$ cat src/rtl/reg_file.sv
// Register file: 2**ADDR_WIDTH entries with x0 hard-wired to zero, two combinational read
// ports with optional same-cycle write forwarding, a registered debug read port and a
// free-running count of committed writes.
module reg_file #(
  parameter int unsigned DATA_WIDTH = 32,
  parameter int unsigned ADDR_WIDTH = 5,
  parameter bit          BYPASS     = 1'b1
) (
  input  logic                  clk,
  input  logic                  rst_n,
  input  logic                  RegWrite,
  input  logic [ADDR_WIDTH-1:0] rd,
  input  logic [DATA_WIDTH-1:0] write_data,
  input  logic [ADDR_WIDTH-1:0] rs1,
  input  logic [ADDR_WIDTH-1:0] rs2,
  output logic [DATA_WIDTH-1:0] read_data1,
  output logic [DATA_WIDTH-1:0] read_data2,
  input  logic [ADDR_WIDTH-1:0] dbg_addr,
  output logic [DATA_WIDTH-1:0] dbg_data,
  output logic [31:0]           write_count
);

  localparam int unsigned NumRegs = 2 ** ADDR_WIDTH;

  logic [DATA_WIDTH-1:0] regs_q [NumRegs];
  logic [DATA_WIDTH-1:0] dbg_data_q;
  logic [31:0]           write_count_q;

  logic write_en;
  logic fwd1;
  logic fwd2;

  // A write commits only outside reset and never to x0.
  assign write_en = rst_n && RegWrite && (rd != '0);

  // Forwarding is suppressed during reset so the ignored write never leaks onto the ports.
  assign fwd1 = BYPASS && write_en && (rs1 == rd);
  assign fwd2 = BYPASS && write_en && (rs2 == rd);

  // Register array: synchronous clear, then single write port.
  always_ff @(posedge clk) begin
    if (!rst_n) begin
      for (int unsigned i = 0; i < NumRegs; i++) begin
        regs_q[i] <= '0;
      end
    end else if (write_en) begin
      regs_q[rd] <= write_data;
    end
  end

  // Debug read samples pre-edge contents; write counter wraps naturally at 32 bits.
  always_ff @(posedge clk) begin
    if (!rst_n) begin
      dbg_data_q    <= '0;
      write_count_q <= '0;
    end else begin
      dbg_data_q <= (dbg_addr == '0) ? '0 : regs_q[dbg_addr];
      if (write_en) begin
        write_count_q <= write_count_q + 32'd1;
      end
    end
  end

  // Read port 1: x0 reads zero, otherwise forwarded or stored value.
  always_comb begin
    read_data1 = '0;
    if (rs1 != '0) begin
      read_data1 = fwd1 ? write_data : regs_q[rs1];
    end
  end

  // Read port 2: identical structure to port 1 so equal indices give equal data.
  always_comb begin
    read_data2 = '0;
    if (rs2 != '0) begin
      read_data2 = fwd2 ? write_data : regs_q[rs2];
    end
  end

  assign dbg_data    = dbg_data_q;
  assign write_count = write_count_q;

endmodule
$ cat config.mk
export PLATFORM = sky130hd
export DESIGN_NAME = reg_file
export DESIGN_NICKNAME = d
export VERILOG_FILES = /design/src/rtl/reg_file.sv
export SDC_FILE = /design/constraint.sdc
export NUM_CORES = 2
export LEC_CHECK = 0
export CAP_MARGIN = 10
export CORE_MARGIN = 3
export CORE_UTILIZATION = 40
export CTS_CLUSTER_SIZE = 28
export DETAILED_ROUTE_END_ITERATION = 12
export SKIP_LAST_GASP = 1
export SYNTH_ARGS = -nofsm -noshare
export SYNTH_HDL_FRONTEND = slang
export SYNTH_SLANG_ARGS = --single-unit
export TNS_END_PERCENT = 30
$ cat constraint.sdc
create_clock -name clk -period 16.5 [get_ports clk]
set_input_delay 4.95 -clock clk [delete_from_list [all_inputs] [get_ports clk]]
set_output_delay 4.95 -clock clk [all_outputs]
set_load 0.01 [all_outputs]
==> out/qor.log <==
INFO  global_routing grt_start_max_net_pins=118
INFO  route          wl_per_cell=40.4um
INFO  global_routing number_of_antenna_violations_at_the_first_check_in_global_routing=38
INFO  global_routing global_route.overflow_total=0
INFO  global_routing grt_pass1_wl=386000um
INFO  sta            setup_violations=0
INFO  global_routing global_route_usage_sum=0.329
INFO  synth          synth_cell_type_count=69
INFO  route          postRouteWirelength=283000um
INFO  die            core_area=163000um^2
INFO  placed_design  numPlacedInstances=6728
INFO  layout         nFillCells=14300
INFO  power          total_leakage_power=24.9nW
INFO  setup_path     worst_setup_path_start_kind=input port
INFO  setup_path     end_kind=output port
INFO  die            fp-row-count=148
INFO  sta            worst_clock_skew=0.0288ns
INFO  clock_tree     ctsRootBufferMaster=clkbuf_16
INFO  clock_tree     clock_transition_time_at_the_flip_flop_clock_pins_of_the_worst_setup_and_hold_paths=0.06ns
INFO  route          via_count=49500
INFO  synth          yosys_most_used_dff=edfxtp_1
INFO  clock_tree     cts_inserted_buffers=120
INFO  power          peakVddDrop=0.0905mV
INFO  sta            worst_slew_pin_slew=1.40ns
INFO  die            start_util=0.404
INFO  sta            max_slew_violation_total_from_the_final_report=0
INFO  synth          seq_area_frac_synth=0.486
INFO  layout         utilization=0.456
INFO  synth          syn_area=65800um^2
INFO  layout         drive_above_1_share=0.249
INFO  job            max_cap_violations=0
INFO  clock_tree     clock_sinks=1088
INFO  setup_path     worst_path_arrival=9.56ns
INFO  clock_tree     htreeDepth=3
INFO  sta            post-route-period-util=0.880
INFO  synth          ys.warnings.count=0
INFO  route          drtAntennaViolNets=0
INFO  power          powerDensity=98.3nW/um^2
INFO  synth          synth.ff_latch_count=1088
INFO  setup_path     r2r_start=write_count[3]
INFO  sta            post-route-worst-setup-slack=1.99ns
INFO  placed_design  detailed_placer_s_ending_hpwl=158000um
INFO  route          drtIter0Drc=8604
INFO  global_routing first_global_vias=47500
INFO  synth          synthCells=4686
INFO  worst_hold_path timing.hold.worst_path_depth=2
INFO  sta            layout_min_cycle_time=14.51ns
INFO  synth          post_synth.cell_area_avg=14.1um^2
INFO  layout         finalInstanceArea=74400um^2
INFO  placed_design  placement.cell_area=70300um^2
INFO  placed_design  finalWeightedCongestion=0.881
INFO  layout         total_area_of_multi_input_combinational_cells=32200um^2
INFO  worst_hold_path min_from=write_count[30]
INFO  clock_tree     postCtsSetupBuffers=0
INFO  layout         final-seq-area=32000um^2
INFO  sta            relSlewSlack=0.0559
INFO  clock_tree     cts_max_path_buffers=3
INFO  route          route.detailed.vias_per_inst=7.06
INFO  die            die_area=170000um^2
INFO  layout         post_layout_nonfiller_instances=7000
INFO  setup_path     setup.reg_to_reg.worst_slack=13.80ns
INFO  clock_tree     hold_buffers=0
INFO  clock_tree     worst_skew_pair.late_latency=0.78ns
INFO  setup_path     worst_ep_required_time=11.55ns
INFO  sta            timing_limited_maximum_frequency=68.9MHz
INFO  die            ioPinCount=183
INFO  route          drtPass1Iterations=7
INFO  worst_hold_path hold_class=reg -> reg
INFO  die            die_width=412um
INFO  setup_path     max_fanout_on_critical_path=67
INFO  placed_design  dpl_worst_slack=2.12ns
INFO  die            die-height=412um
INFO  sta            setup_tns=0ns
INFO  setup_path     r2r.worst_path.cells=5
INFO  clock_tree     tritoncts_clock_tree=built
INFO  sta            hold_viol_final=0
INFO  clock_tree     cts_resized=0
INFO  outcome        status=finished, final reports clean
INFO  sta            grt_setup_unrepaired=false
INFO  synth          async_flop_share=0
INFO  worst_hold_path timing.hold.worst_endpoint=write_count[30]
INFO  setup_path     crit_type=in -> out
INFO  layout         syn2layout_area_growth=13.0%
INFO  layout         design.final.nets=4733
INFO  setup_path     critical_path.reg2reg.endpoint=write_count[23]
INFO  synth          synth_edf_count=1024
INFO  route          post-route-drc-count=0
INFO  placed_design  placement.io_buffers=182
layer usage:
layer	track usage	up-vias	part of all wire	wire length [um]
li1	-	18700	-	-
met4	0.180	20	0.060	17100
met2	0.481	4460	0.44	124000
met3	0.113	913	0.15	42400
met5	0	-	0.00045	127
met1	0.428	25300	0.35	99900
layout make-up:
class | instances | share of cell area
sequential | 1088 | 0.431
antenna | 44 | 0.00148
timing repair buffer | 352 | 0.0435
clock buffer | 155 | 0.0443
multi-input combinational | 3099 | 0.433
tap | 2175 | 0.0366
inverter | 16 | 0.000891
clock inverter | 71 | 0.00937
cell usage after synthesis, drive strengths merged (15+ instances only):
cell,number,area share
a211oi,24,0.0027
a21oi,121,0.0093
a221o,29,0.0044
a221oi,41,0.0055
a22oi,20,0.0023
and2,875,0.083
buf,181,0.016
clkbuf,333,0.019
dfxtp,64,0.019
edfxtp,1024,0.47
mux2,61,0.010
mux2i,402,0.061
mux4,633,0.22
nand2,86,0.0050
nand3,15,0.0012
nor2,83,0.0048
nor2b,24,0.0023
nor3,129,0.0099
o21ai,58,0.0044
o221ai,130,0.017
o22ai,99,0.0094
o31ai,35,0.0041
or3,39,0.0037
or3b,33,0.0044
cell usage in the layout (no fill, tap or decap), drive strengths merged, types with 32 or more instances in the layout:
master,instances
a21oi,121
a221oi,41
and2,875
buf,185
clkbuf,156
clkdlybuf4s50,165
clkinv,46
conb,32
dfxtp,64
diode,44
edfxtp,1024
mux2,61
mux2i,402
mux4,633
nand2,86
nor2,83
nor3,129
o21ai,58
o221ai,130
o22ai,99
o31ai,35
or3,39
or3b,33
how the worst max path moves through the flow:
stage                          end   start  cells past startpoint  slack, ns
floorplan           read_data1[27]  rs1[1]                      7       4.80
global placement     read_data1[6]  rs1[0]                      8       1.90
detailed placement   read_data1[7]  rs1[0]                      8       2.12
CTS                  read_data1[7]  rs1[0]                      8       2.12
global route         read_data1[7]  rs1[0]                      8       1.97
finish               read_data1[7]  rs1[0]                      8       1.99
registers in the layout, summed over array words and instances (netlist names):
signal,flops
regs_q,1024
write_count,32
dbg_data,32
stage by stage:
stage,power (W),hold WS [ns]
6_report,0.00731,0.490
3_3_place_gp,0.00452,0.463
2_1_floorplan,0.00402,0.491
3_5_place_dp,0.00454,0.477
5_1_grt,0.00747,0.529
4_1_cts,0.00728,0.491
where the power goes:
| part | leakage (nW) | total, W | switching [W] | internal, W |
|---|---|---|---|---|
| Clock | 1.95 | 0.00279 | 0.00121 | 0.00158 |
| Sequential | 10.3 | 0.00329 | 0.000114 | 0.00317 |
| Combinational | 12.7 | 0.00124 | 0.000728 | 0.000508 |
| Total | 24.9 | 0.00731 | 0.00205 | 0.00526 |
critical path, cell delays in order:
cell	delay, ns
buf_8	0.68
buf_4	0.44
xor2_1	0.11
nor3_1	0.28
and4_4	1.13
nor4_1	0.20
a221oi_1	0.95
clkdlybuf4s50_1	0.70
logic make-up (layout without fill, tap and decap cells):
| logic type | after synthesis | count (layout) | synth area share |
|---|---|---|---|
| fa+ha+maj | 1 | 1 | 0.000190 |
| simple gates | 1340 | 1340 | 0.120 |
| mux | 1096 | 1096 | 0.288 |
| buf+inv | 530 | 594 | 0.0356 |
| compound gates | 607 | 607 | 0.0661 |
| flops | 1088 | 1088 | 0.486 |
| other cells | 1 | 76 | 0.0000570 |
| xor+xnor | 23 | 23 | 0.00306 |
No activity file was read; power rests on OpenSTA's default activity.
